[src/rtl/sdram_init_sequencer.sv]
// DDR SDRAM power-up / mode-register sequencer that owns CKE and the pads until init completes.
// Define INIT_REFRESH_EN to add periodic auto-refresh with a REF_REQ/REF_GRANT handshake once running.
`ifndef PRCH
`define PRCH 3'b010
`endif
`ifndef MRST
`define MRST 3'b000
`endif
`ifndef ARSR
`define ARSR 3'b001
`endif
`ifndef NOOP
`define NOOP 3'b111
`endif

module sdram_init_sequencer #(
    parameter int                ADDR_W         = 13,
    parameter int                BANK_W         = 2,
    parameter int                POWERUP_CYCLES = 65536,
    parameter int                GAP_CYCLES     = 15,
    parameter int                SETTLE_CYCLES  = 256,
    parameter int                AREF_COUNT     = 2,
    parameter logic [ADDR_W-1:0] EMR_VAL        = 'h000,
    parameter logic [ADDR_W-1:0] MR_DLL_VAL     = 'h161,
    parameter logic [ADDR_W-1:0] MR_VAL         = 'h031,
    parameter int                REFI_CYCLES    = 1560
) (
    input  logic              CLK_n,
    input  logic              RST,
    output logic              CKE,
    output logic [2:0]        COMMAND_PIN,
    output logic [ADDR_W-1:0] ADDRESS_PIN,
    output logic [BANK_W-1:0] BANK_PIN,
    input  logic [2:0]        COMMAND_USER,
    input  logic [ADDR_W-1:0] ADDRESS_USER,
    input  logic [BANK_W-1:0] BANK_USER,
    output logic              RST_USER,
    input  logic              REINIT,
    output logic              REF_REQ,
    input  logic              REF_GRANT,
    output logic              HOLD_USER,
    output logic              REF_OVERRUN
);
    localparam int N_CMDS   = 5 + AREF_COUNT;
    localparam int HOLD_LEN = 3 * GAP_CYCLES + 2;
    localparam int MAX_A    = (POWERUP_CYCLES > SETTLE_CYCLES) ? POWERUP_CYCLES : SETTLE_CYCLES;
    localparam int MAX_B    = (GAP_CYCLES > HOLD_LEN) ? GAP_CYCLES : HOLD_LEN;
    localparam int CNT_MAX  = (MAX_A > MAX_B) ? MAX_A : MAX_B;
    localparam int CNT_W    = $clog2(CNT_MAX) + 1;
    localparam int IDX_W    = $clog2(N_CMDS) + 1;
    localparam logic [ADDR_W-1:0] A10 = ADDR_W'(1) << 10;

    typedef enum logic [2:0] {S_PWRUP, S_GAP, S_ISSUE, S_SETTLE, S_RUN, S_RHOLD} state_t;

    typedef struct packed {
        logic [2:0]        cmd;
        logic [ADDR_W-1:0] addr;
        logic [BANK_W-1:0] bank;
    } pin_t;

    localparam pin_t PIN_IDLE = {`NOOP, {ADDR_W{1'b0}}, {BANK_W{1'b0}}};

    state_t            state_q, state_d;
    logic [CNT_W-1:0]  cnt_q, cnt_d;
    logic [IDX_W-1:0]  idx_q, idx_d;
    logic              cke_q, cke_d;
    logic              rst_user_q, rst_user_d;
    pin_t              pin_q, pin_d;
    logic              user_sel;

    function automatic pin_t seq_cmd(input logic [IDX_W-1:0] idx);
        pin_t p;
        p.cmd  = `ARSR;
        p.addr = '0;
        p.bank = '0;
        if (idx == IDX_W'(0)) begin
            p.cmd  = `PRCH;
            p.addr = A10;
            p.bank = BANK_W'(1);
        end else if (idx == IDX_W'(1)) begin
            p.cmd  = `MRST;
            p.addr = EMR_VAL;
            p.bank = BANK_W'(1);
        end else if (idx == IDX_W'(2)) begin
            p.cmd  = `MRST;
            p.addr = MR_DLL_VAL;
        end else if (idx == IDX_W'(3)) begin
            p.cmd  = `PRCH;
            p.addr = A10;
        end else if (idx == IDX_W'(N_CMDS - 1)) begin
            p.cmd  = `MRST;
            p.addr = MR_VAL;
        end
        return p;
    endfunction

`ifdef INIT_REFRESH_EN
    localparam int TMR_W = $clog2(REFI_CYCLES) + 1;
    logic [TMR_W-1:0] tmr_q, tmr_d;
    logic             ref_req_q, ref_req_d;
    logic             hold_q, hold_d;
    logic             ovr_q, ovr_d;
`endif

    always_ff @(posedge CLK_n) begin
        if (RST) begin
            state_q    <= S_PWRUP;
            cnt_q      <= '0;
            idx_q      <= '0;
            cke_q      <= 1'b0;
            rst_user_q <= 1'b0;
            pin_q      <= PIN_IDLE;
        end else begin
            state_q    <= state_d;
            cnt_q      <= cnt_d;
            idx_q      <= idx_d;
            cke_q      <= cke_d;
            rst_user_q <= rst_user_d;
            pin_q      <= pin_d;
        end
    end

`ifdef INIT_REFRESH_EN
    always_ff @(posedge CLK_n) begin
        if (RST) begin
            tmr_q     <= '0;
            ref_req_q <= 1'b0;
            hold_q    <= 1'b0;
            ovr_q     <= 1'b0;
        end else begin
            tmr_q     <= tmr_d;
            ref_req_q <= ref_req_d;
            hold_q    <= hold_d;
            ovr_q     <= ovr_d;
        end
    end
`endif

    // Pin values are registered one cycle ahead: pin_d is what the pads show next cycle.
    always_comb begin
        state_d    = state_q;
        cnt_d      = cnt_q + 1'b1;
        idx_d      = idx_q;
        cke_d      = cke_q;
        rst_user_d = rst_user_q;
        pin_d      = PIN_IDLE;
`ifdef INIT_REFRESH_EN
        ref_req_d  = ref_req_q;
        hold_d     = hold_q;
        ovr_d      = ovr_q;
        tmr_d      = '0;
        if (state_q == S_RUN || state_q == S_RHOLD) begin
            if (tmr_q == TMR_W'(REFI_CYCLES - 1)) begin
                if (ref_req_q || hold_q) ovr_d = 1'b1;
                else                     ref_req_d = 1'b1;
            end else begin
                tmr_d = tmr_q + 1'b1;
            end
        end
`endif
        case (state_q)
            S_PWRUP: begin
                if (cnt_q == CNT_W'(POWERUP_CYCLES - 1)) begin
                    state_d = S_GAP;
                    cnt_d   = '0;
                    cke_d   = 1'b1;
                end
            end
            S_GAP: begin
                if (cnt_q == CNT_W'(GAP_CYCLES - 1)) begin
                    state_d = S_ISSUE;
                    cnt_d   = '0;
                    pin_d   = seq_cmd(idx_q);
                end
            end
            S_ISSUE: begin
                cnt_d = '0;
                if (idx_q == IDX_W'(N_CMDS - 1)) begin
                    idx_d = '0;
                    if (SETTLE_CYCLES == 0) begin
                        state_d    = S_RUN;
                        rst_user_d = 1'b1;
                    end else begin
                        state_d = S_SETTLE;
                    end
                end else begin
                    idx_d   = idx_q + 1'b1;
                    state_d = S_GAP;
                end
            end
            S_SETTLE: begin
                if (cnt_q == CNT_W'(SETTLE_CYCLES - 1)) begin
                    state_d    = S_RUN;
                    cnt_d      = '0;
                    rst_user_d = 1'b1;
                end
            end
            S_RUN: begin
                cnt_d = '0;
                if (REINIT) begin
                    state_d    = S_GAP;
                    rst_user_d = 1'b0;
                    idx_d      = '0;
`ifdef INIT_REFRESH_EN
                    ref_req_d  = 1'b0;
                    ovr_d      = 1'b0;
                    tmr_d      = '0;
`endif
                end
`ifdef INIT_REFRESH_EN
                else if (ref_req_q && REF_GRANT) begin
                    state_d   = S_RHOLD;
                    ref_req_d = 1'b0;
                    hold_d    = 1'b1;
                end
`endif
            end
`ifdef INIT_REFRESH_EN
            S_RHOLD: begin
                if (cnt_q == CNT_W'(GAP_CYCLES - 1)) begin
                    pin_d.cmd  = `PRCH;
                    pin_d.addr = A10;
                end else if (cnt_q == CNT_W'(2 * GAP_CYCLES)) begin
                    pin_d.cmd = `ARSR;
                end else if (cnt_q == CNT_W'(HOLD_LEN - 1)) begin
                    state_d = S_RUN;
                    cnt_d   = '0;
                    hold_d  = 1'b0;
                end
            end
`endif
            default: begin
                state_d = S_PWRUP;
                cnt_d   = '0;
            end
        endcase
    end

`ifdef INIT_REFRESH_EN
    assign REF_REQ     = ref_req_q;
    assign HOLD_USER   = hold_q;
    assign REF_OVERRUN = ovr_q;
    assign user_sel    = rst_user_q & ~hold_q;
`else
    logic unused_refresh;
    assign unused_refresh = ^{REF_GRANT, 32'(REFI_CYCLES)};
    assign REF_REQ     = 1'b0;
    assign HOLD_USER   = 1'b0;
    assign REF_OVERRUN = 1'b0;
    assign user_sel    = rst_user_q;
`endif

    assign CKE         = cke_q;
    assign RST_USER    = rst_user_q;
    assign COMMAND_PIN = user_sel ? COMMAND_USER : pin_q.cmd;
    assign ADDRESS_PIN = user_sel ? ADDRESS_USER : pin_q.addr;
    assign BANK_PIN    = user_sel ? BANK_USER    : pin_q.bank;

endmodule

[config.mk]
export PLATFORM = sky130hd
export DESIGN_NAME = sdram_init_sequencer
export DESIGN_NICKNAME = d
export VERILOG_FILES = /design/src/rtl/sdram_init_sequencer.sv
export SDC_FILE = /design/constraint.sdc
export NUM_CORES = 1
export LEC_CHECK = 0
export CORE_MARGIN = 5
export CORE_UTILIZATION = 60
export DETAILED_ROUTE_END_ITERATION = 8
export DONT_BUFFER_PORTS = 1
export PLACE_DENSITY = 0.76
export SYNTH_ARGS = -nofsm -noshare
export SYNTH_HDL_FRONTEND = slang
export SYNTH_SLANG_ARGS = --single-unit
[constraint.sdc]
create_clock -name CLK_n -period 4.5 [get_ports CLK_n]
set_input_delay 0.9 -clock CLK_n [delete_from_list [all_inputs] [get_ports CLK_n]]
set_output_delay 0.9 -clock CLK_n [all_outputs]
set_load 0.01 [all_outputs]
==> summary.txt, run 1 <==
Worst hold path
  – Hold endpoint: cnt_q[15]$_SDFF_PP0_
  – Min-delay src: cnt_q[15]$_SDFF_PP0_
  – WHS Path Cells: 2
  – Worst min path class: reg2reg

Global routing
  – Vias in the first global route: between 1000 and 1500
  – Remaining global-route overflow: 0
  – First-pass GRT wire length: ~6.4 mm
  – GRT Util Overall: 0.189
  – Largest net degree at the start of global routing: 23
  – Initial antenna violation count: 0

Cells and area
  – Sequential cell area: approximately 700 µm²
  – Share of cells above drive strength 1: 0.138
  – Diode count: 0
  – Area grow syn2layout: 1.69%
  – Multi-input logic area: roughly 0.0011 mm²
  – Design area: 0.00195 mm²
  – Final net count: 235
  – Fillcell total: approximately 270

Critical path
  – Kind of cell adding the most delay to the critical path: flip-flops
  – Reg2Reg Depth: 9
  – Reg2reg setup slack: about 2.2 ns
  – Max FO, Critical Path: 22
  – Worst r2r dst: cnt_q[14]$_SDFF_PP0_
  – Slowest library cell on the worst path: dfxtp_1
  – CP Cell Sequence: mux2_2
  – FF-to-FF Start: cnt_q[0]$_SDFF_PP0_
  – Worst Setup End Kind: primary output
  – Crit path DAT: 1.57 ns
  – Kind of critical path: reg2out
  – Slowest Stage Delay on Critical Path: around 0.8 ns
  – Crit path launch: RST_USER$_SDFFE_PP0P_
  – WP depth: 1
  – WP data required: 3.60 ns
  – Crit start category: register
  – CP bufs+invs: 0

Floorplanning
  – Starting density of the core: 0.629
  – Die Area: ~0.0044 mm²
  – Rows: 20
  – Die X: between 60 and 70 µm
  – Die Height: around 67 µm
  – Core footprint: between 0.003 and 0.004 mm²
  – Num ports: 45

STA
  – Max Fclk: around 410 MHz
  – RSZ-0062 raised after global routing: false
  – Worst-margin pin slew: around 0.73 ns
  – Final Critical Period: between 2 and 2.5 ns
  – Final setup vio count: 0
  – Clk_skew: 0.0106 ns
  – Setup tns final: 0 ns
  – Final Max Tran Viols: 0
  – Worst relative slew slack: 0.512
  – Hold violation count in the final report: 0
  – Fin crit share: 0.548

Power and ir drop
  – Seq pwr share: 0.531
  – Net Sw Frac: 0.326
  – Power share of the clock group: 0.278
  – Int Power: about 0.00044 W
  – Peak supply drop: between 0.2 and 0.25 mV
  – Leak: 0.710 nW
  – Psw: approximately 0.00021 W
  – Power density over the cells: roughly 340 mW/mm²
  – Logic pwr share: 0.190

Logic synthesis
  – FFs w/ async S/R, synth: 0
  – Syn Area/Cell: a little under 9 µm²
  – Number of synthesized flops with an enable pin: 0
  – Prevailing post-synth register cell: dfxtp_1
  – Sequential share of the synthesized area: 0.355
  – Syn. warnings: 0
  – Post-Synthesis Cells: roughly 220
  – Post-Syn Area: 0.00192 mm²
  – Seq cells post-synth: 34
  – Yosys cell types: 54

Clock tree
  – Worst-skew pair later-pin latency: around 0.34 ns
  – CTS Buf Count: 5
  – Clock-pin slew on the worst setup and hold paths: approximately 0.11 ns
  – CTS root buf: clkbuf_4
  – Number of gates resized after cts: 0
  – Post-CTS Hold Fix Bufs: 0
  – Clock sink count: 34
  – Max Root-Sink Buffers: 2
  – CTS tree: yes
  – CTS HTree Levels: 2
  – Post-CTS Setup Bufs: 0

Detailed routing
  – Post-DRT Antenna Nets: 0
  – Detailed Route Iter0 Violations: 104
  – Router iterations before antenna repair: 4
  – Avg Vias per Cell: 6.16
  – Met3 WL: 246 µm
  – M1 wire length: approximately 1.5 mm
  – Top sig layer: met4
  – Avg WL per Cell: roughly 15 µm
  – Drc violations: 0
  – Total wire length: 3.84 mm
  – Met2 wire len: ~2 mm
  – Vias: between 1500 and 2000

Place
  – Port Buffer Count: 0
  – Final Wtd Congestion: 0.842
  – Cell Area, Placed: about 0.0019 mm²
  – Detail Placement HPWL: ~2.8 mm

Flow run
  – Max cap viols: 0

Run status
  – Outcome: finished clean
==> synthesized netlist by cell type, types with 2 or more instances <==
cell type  count  area share
nand2_1       15       0.029
xnor2_1        3       0.014
nor3b_1        3       0.012
clkbuf_1       6       0.012
a31oi_1       15       0.049
and2_1        10       0.033
inv_1          6       0.012
and4_2         2       0.010
buf_2          3      0.0078
buf_4          6       0.023
nor4_1         3      0.0098
o21ai_2        2      0.0091
a21oi_1        7       0.018
a211oi_1       2      0.0078
nor3_1         4       0.010
nor2_1         7       0.014
nor2b_1        5       0.016
or3_1          3      0.0098
ha_1           4       0.026
and4_1         2      0.0091
and3_1         3      0.0098
nand2b_1       6       0.020
nand3_1       10       0.026
xor2_1        10       0.046
nand4_1        5       0.016
a32oi_1        2      0.0091
mux2_2         6       0.035
or3b_1         2      0.0091
dfxtp_1       34        0.35
o21ai_0        5       0.013
nand3b_1       2      0.0078
==> placed cells by master (no fill, tap or decap), types with 6 or more instances in the layout <==
cell,count
nand3_1,10
dfxtp_1,34
nand2b_1,6
a31oi_1,15
nor2_1,7
inv_1,6
and2_1,10
nand2_1,15
a21oi_1,7
xor2_1,10
mux2_2,6
==> through the flow <==
step	setup WS, ns	power (W)	std cells	hold slack (ns)	utilization
finish	2.03	0.000659	254	0.507	0.639
global route	1.91	0.000713	254	0.549	0.639
CTS	2.01	0.000665	254	0.507	0.639
detailed placement	2.16	0.000482	246	0.492	0.618
global placement	2.23	0.000475	246	0.474	0.618
floorplan	2.33	0.000466	218	0.453	-
==> power groups by stage <==
stage	registers (W)	clock network [W]	logic, W
3_3_place_gp	0.000355	0	0.000120
2_1_floorplan	0.000339	0	0.000127
6_report	0.000350	0.000184	0.000125
3_5_place_dp	0.000357	0	0.000125
4_1_cts	0.000351	0.000189	0.000126
5_1_grt	0.000356	0.000210	0.000147
==> per-layer routing <==
layer,up-vias,global-route usage
met2,47,0.348
met5,-,0
met4,0,0.0660
met1,744,0.197
met3,6,0.0641
li1,767,-
==> final cells by class <==
cell class	count	area share
Clock inverter	2	0.00641
Sequential cell	34	0.349
Clock buffer	6	0.0263
Tap cell	44	0.0282
Multi-Input combinational cell	162	0.579
Inverter	6	0.0115
==> registers in the layout, summed over array words and instances, names as in the netlist <==
register,flops
pin_q,8
RST_USER,1
CKE,1
idx_q,4
cnt_q,17
state_q,3
==> worst max-delay path by stage <==
stage	to	slack, ns
4_1_cts	COMMAND_PIN[2]	2.01
5_1_grt	cnt_q[0]$_SDFF_PP0_	1.91
2_1_floorplan	state_q[0]$_SDFFE_PP0P_	2.33
3_3_place_gp	state_q[0]$_SDFFE_PP0P_	2.23
3_5_place_dp	cnt_q[14]$_SDFF_PP0_	2.16
6_report	COMMAND_PIN[2]	2.03
==> logic make-up (layout without fill, tap and decap cells) <==
family,Yosys count,after routing,synth area share
compound gates,41,41,0.145
fa+ha+maj,4,4,0.0261
other cells,1,3,0.00195
simple gates,95,95,0.317
mux,6,6,0.0352
flops,34,34,0.355
xor+xnor,13,13,0.0593
buf+inv,22,14,0.0606
(Power assumes the default switching activity.)
==> inputs of run 2 (changes only) <==
==> constraint.sdc (replaced) <==
create_clock -name CLK_n -period 2.3 [get_ports CLK_n]
set_input_delay 0.46 -clock CLK_n [delete_from_list [all_inputs] [get_ports CLK_n]]
set_output_delay 0.46 -clock CLK_n [all_outputs]
set_load 0.01 [all_outputs]
==> run 2 against run 1 <==
Non-clock buffer count increased by 5; critical path type is now reg2reg; register-to-register slack got worse by 1.9 ns; count of clock-buffer cells in the layout decreased by 1; sequential cell count unchanged; largest cell class unchanged; largest power group unchanged; sequential share of layout area decreased by 0.49 points; critical path depth increased by 9; global-route usage increased by 0.29 points; routed wire length increased by 2.7%.
==> summary.txt, run 2 (same netlist as run 1, synthesis figures left out) <==
Cells and area
  – Most flop-heavy register: cnt_q
  – Most common cell after layout, fill and taps aside: dfxtp_1
  – Diode count: 0
  – Share of cells above drive strength 1: 0.159
  – Top Registers: cnt_q: 17 flops, pin_q: 8 flops, idx_q: 4 flops
  – Fillcell total: roughly 280
  – Core Util, Final: 0.648
  – Most frequent cells in the layout: dfxtp_1, nand2_1, a31oi_1
  – Final net count: 240
  – Largest register FFs: 17
  – Area grow syn2layout: 3.13%

Clock tree
  – Post-CTS Setup Bufs: 0
  – Worst-skew pair later-pin latency: ~0.33 ns
  – CTS Buf Count: 5
  – Clock-pin slew on the worst setup and hold paths: 0.10 ns
  – CTS root buf: clkbuf_4
  – CTS HTree Levels: 2
  – Clock sink count: 34
  – Max Root-Sink Buffers: 2
  – CTS tree: yes

Detailed routing
  – Router iterations before antenna repair: 4
  – Avg Vias per Cell: 6.01
  – Detailed Route Iter0 Violations: 69
  – Vias: around 1600
  – Avg WL per Cell: ~15 µm
  – Total wire length: 3.94 mm
  – Drc violations: 0
  – Post-DRT Antenna Nets: 0

Critical path
  – Slowest library cell on the worst path: dfxtp_1
  – Max FO, Critical Path: 5
  – Crit path DAT: 2.31 ns
  – CP Cell Sequence: ha_1 -> and3_1 -> and3_1 -> nand3_1 -> inv_1 -> ha_1 -> nor2b_1 -> a2111oi_2 -> a2111o_1 -> nand3_1
  – Slowest Stage Delay on Critical Path: 0.40 ns
  – Crit start category: register
  – WP data required: around 2.6 ns
  – Kind of critical path: reg2reg
  – Worst Setup End Kind: register

Global routing
  – Remaining global-route overflow: 0
  – GRT Util Overall: 0.192
  – Vias in the first global route: between 1500 and 2000
  – First-pass GRT wire length: 6.62 mm
  – Largest net degree at the start of global routing: 23
  – Initial antenna violation count: 0

STA
  – Fin crit share: 0.886
  – Hold violation count in the final report: 0
  – Worst-margin pin slew: between 0.6 and 0.7 ns
  – Final Max Tran Viols: 0
  – Max Fclk: between 400 and 500 MHz
  – Final Critical Period: about 2.0 ns
  – Final setup vio count: 0
  – RSZ-0062 raised after global routing: false
  – WHS: approximately 0.18 ns
  – Worst relative slew slack: 0.556
  – Setup tns final: 0 ns
  – Clk_skew: 0.00612 ns

Place
  – Detail Placement HPWL: roughly 3 mm
  – Final Wtd Congestion: around 0.8
  – Port Buffer Count: 0

Power and ir drop
  – Power density over the cells: 637 mW/mm²
  – Leak: 0.732 nW
  – Peak supply drop: between 0.3 and 0.4 mV
  – Final Power: 0.00126 W

Floorplanning
  – Die Height: 66.6 µm
  – Core footprint: 0.00305 mm²
  – Die Area: ~0.0044 mm²
  – Rows: 20
  – Die X: ~67 µm
  – Num ports: 45
  – Starting density of the core: 0.629

Worst hold path
  – Worst min path class: in2reg

Flow run
  – Max cap viols: 0

Run status
  – Outcome: finished clean
-- run 2: changes by cell type in the layout (fill, tap and decap cells not counted), sizes merged --
cell	before	now
clkbuf	6	5
clkinv	1	2
clkinvlp	1	0
buf	0	5
-- run 2: critical path: cells and delay by family (launching register included) --
family | cells | cell delay (ns)
AOI/OAI and AO/OA | 2 | 0.41
and+or+nand+nor | 5 | 0.70
buffers and inverters | 1 | 0.07
adders and majority gates | 2 | 0.41
DFF | 1 | 0.40
-- run 2: path summary, 6_finish.rpt --
path                       startpoint                 endpoint  slack, ns  depth (start not counted)
setup / recovery  cnt_q[0]$_SDFF_PP0_  state_q[0]$_SDFFE_PP0P_       0.26                         10
hold / removal                    RST    idx_q[1]$_SDFFE_PP0P_       0.18                          1
hold reg to reg   cnt_q[0]$_SDFF_PP0_      cnt_q[0]$_SDFF_PP0_       0.51                          1
setup reg to reg  cnt_q[0]$_SDFF_PP0_  state_q[0]$_SDFFE_PP0P_       0.26                         10
-- run 2: area by class of cell --
type / count / area, µm² / area share
clock buffer: 5 / 37.5 / 0.0190
clock inverter: 2 / 10.0 / 0.00506
sequential: 34 / 681 / 0.344
inverter: 6 / 22.5 / 0.0114
tap: 44 / 55.1 / 0.0278
multi-input combinational: 162 / 1140 / 0.574
timing repair buffer: 5 / 37.5 / 0.0190
-- run 2: report_power, final --
| group | switching [W] | leakage, nW | internal [W] |
|---|---|---|---|
| registers | 0.0000639 | 0.275 | 0.000625 |
| logic | 0.000151 | 0.426 | 0.000117 |
| clock network | 0.000193 | 0.0308 | 0.000110 |
-- run 2: metrics by stage --
step | setup WS [ns] | std cells | cell area (µm²)
2_1_floorplan | 0.127 | 218 | 1930
3_3_place_gp | 0.174 | 251 | 1930
3_5_place_dp | 0.115 | 251 | 1930
4_1_cts | 0.0922 | 258 | 1970
5_1_grt | 0.0129 | 258 | 1980
6_report | 0.263 | 258 | 1980
-- run 2: timing repair --
action / 4_1_cts / 5_1_grt
hold buffers: 0 / 0
resized for setup: 0 / 2
setup endpoints to repair: 0 / 1
-- run 2: per-layer routing --
metal  global-route usage  vias to the layer above  wire, µm
met4               0.0838                        0        85
li1                     -                      773         -
met3               0.0455                       11       248
met5                    0                        -         0
met2                0.353                       43      2040
met1                0.205                      724      1570
==> inputs of run 3 (changes only) <==
--- a/config.mk
+++ b/config.mk
@@ -9,7 +9,7 @@
 export CORE_UTILIZATION = 60
 export DETAILED_ROUTE_END_ITERATION = 8
 export DONT_BUFFER_PORTS = 1
-export PLACE_DENSITY = 0.76
+export PLACE_DENSITY = 0.79
 export SYNTH_ARGS = -nofsm -noshare
 export SYNTH_HDL_FRONTEND = slang
 export SYNTH_SLANG_ARGS = --single-unit
==> run 3 against run 2 <==
Design area grew 1.4%; critical path depth is the same; non-clock buffer count did not move; combinational power up 4%; global-route usage shrank 1.1 points; routed wire length decreased by 3.1%; clock skew up 0.0082 ns; critical path type unchanged; critical endpoint unchanged.
==> summary.txt, run 3 (same netlist as run 1, synthesis figures left out) <==
Critical path
  – Kind of cell adding the most delay to the critical path: simple AND/OR/NAND/NOR gates
  – WP data required: about 2.5 ns
  – Slowest library cell on the worst path: dfxtp_1
  – Worst Setup End Kind: register
  – Slowest Stage Delay on Critical Path: 0.36 ns
  – Crit start category: register
  – Crit path DAT: 2.32 ns
  – Kind of critical path: reg2reg
  – CP Cell Sequence: ha_2 -> and3_1 -> and3_1 -> nand3_1 -> inv_1 -> ha_1 -> nor2b_1 -> a2111oi_2 -> a2111o_1 -> nand3_1
  – Max FO, Critical Path: 5
  – CP bufs+invs: 1

STA
  – WHS: around 0.17 ns
  – Max Fclk: approximately 470 MHz
  – Clk_skew: 0.0143 ns
  – Final Critical Period: roughly 2.1 ns
  – Final setup vio count: 0
  – Final Max Tran Viols: 0
  – Worst relative slew slack: 0.566
  – RSZ-0062 raised after global routing: false
  – Hold violation count in the final report: 0
  – Worst-margin pin slew: about 0.65 ns
  – Setup tns final: 0 ns
  – Fin crit share: 0.921

Power and ir drop
  – Peak supply drop: between 0.3 and 0.4 mV
  – Power density over the cells: about 650 mW/mm²
  – Int Power: between 0.0009 and 0.001 W
  – Leak: about 0.74 nW
  – Net Sw Frac: 0.313
  – Psw: between 0.0004 and 0.0005 W
  – Power share of the clock group: 0.260
  – Seq pwr share: 0.526
  – Logic pwr share: 0.213
  – Final Power: about 0.0013 W

Cells and area
  – Design area: roughly 0.0020 mm²
  – Most common cell after layout, fill and taps aside: dfxtp_1
  – Fillcell total: 260
  – Sequential cell area: a little under 700 µm²
  – Top Registers: cnt_q: 17 flops, pin_q: 8 flops, idx_q: 4 flops
  – Most frequent cells in the layout: dfxtp_1, nand2_1, a31oi_1
  – Largest register FFs: 17
  – Diode count: 0
  – Share of cells above drive strength 1: 0.163
  – Multi-input logic area: about 0.0011 mm²
  – Area grow syn2layout: 4.56%
  – Final net count: between 200 and 250
  – Most flop-heavy register: cnt_q

Floorplanning
  – Core footprint: 0.00305 mm²
  – Die X: around 67 µm
  – Num ports: 45
  – Starting density of the core: 0.629
  – Die Area: 0.00443 mm²
  – Rows: 20
  – Die Height: around 67 µm

Global routing
  – Vias in the first global route: about 1400
  – GRT Util Overall: 0.181
  – Largest net degree at the start of global routing: 23
  – Remaining global-route overflow: 0
  – Initial antenna violation count: 0
  – First-pass GRT wire length: between 6 and 7 mm

Worst hold path
  – Worst min path class: in2reg

Detailed routing
  – Avg WL per Cell: between 10 and 15 µm
  – Total wire length: 3.82 mm
  – Vias: ~1500
  – Router iterations before antenna repair: 4
  – Post-DRT Antenna Nets: 0
  – Drc violations: 0
  – Avg Vias per Cell: between 5 and 6
  – Detailed Route Iter0 Violations: 94

Place
  – Port Buffer Count: 0
  – Detail Placement HPWL: roughly 2.9 mm
  – Final Wtd Congestion: 0.851
  – Cell Area, Placed: 0.00194 mm²

Clock tree
  – CTS tree: yes
  – Post-CTS Hold Fix Bufs: 0
  – Worst-skew pair later-pin latency: around 0.34 ns
  – Post-CTS Setup Bufs: 0
  – Clock sink count: 34
  – Max Root-Sink Buffers: 2
  – Clock-pin slew on the worst setup and hold paths: ~0.11 ns
  – CTS Buf Count: 5
  – CTS HTree Levels: 2
  – CTS root buf: clkbuf_4

Run status
  – Outcome: finished clean

Flow run
  – Max cap viols: 0
run 3: timing repair:
action | in CTS | in global routing
endpoints found under the hold margin | 0 | 0
resized for setup | 0 | 3
endpoints found under the setup margin | 0 | 1
run 3: path summary, 6_finish.rpt:
| check | start | end | slack (ns) | cells after the start |
|---|---|---|---|---|
| max | cnt_q[0]$_SDFF_PP0_ | state_q[0]$_SDFFE_PP0P_ | 0.18 | 10 |
| min | RST | RST_USER$_SDFFE_PP0P_ | 0.17 | 1 |
| max reg2reg | cnt_q[0]$_SDFF_PP0_ | state_q[0]$_SDFFE_PP0P_ | 0.18 | 10 |
| min reg2reg | cnt_q[0]$_SDFF_PP0_ | cnt_q[0]$_SDFF_PP0_ | 0.51 | 1 |
run 3: stage by stage:
step / cells / setup WS, ns / util
after floorplan: 218 / 0.127 / -
after global placement: 251 / 0.176 / 0.635
after detailed placement: 251 / 0.101 / 0.635
after CTS: 259 / 0.0879 / 0.655
after global routing: 259 / 0.00949 / 0.657
final: 259 / 0.181 / 0.657
run 3: power by group through the flow:
stage	Sequential (W)	Combinational [W]	Clock, W
final	0.000690	0.000279	0.000341
after global routing	0.000703	0.000311	0.000382
after floorplan	0.000664	0.000249	0
after global placement	0.000692	0.000263	0
after detailed placement	0.000700	0.000271	0
after CTS	0.000685	0.000273	0.000355
run 3: area by class of cell:
cell class / count / area share
Multi-Input combinational cell: 162 / 0.567
Sequential cell: 34 / 0.339
Clock buffer: 7 / 0.0274
Tap cell: 44 / 0.0274
Timing Repair Buffer: 5 / 0.0249
Inverter: 6 / 0.0112
Clock inverter: 1 / 0.00249
run 3: routing by layer:
metal / global-route usage / share of wire
met5: 0 / 0
met2: 0.313 / 0.50
met4: 0.0685 / 0.0026
met1: 0.201 / 0.41
met3: 0.0641 / 0.084
run 3: worst register-to-register path, cell delays in order (launching register included):
cell and delay (ns):
dfxtp_1 0.36, ha_2 0.22, and3_1 0.19, and3_1 0.16, nand3_1 0.11, inv_1 0.05
ha_1 0.19, nor2b_1 0.14, a2111oi_2 0.33, a2111o_1 0.16, nand3_1 0.08
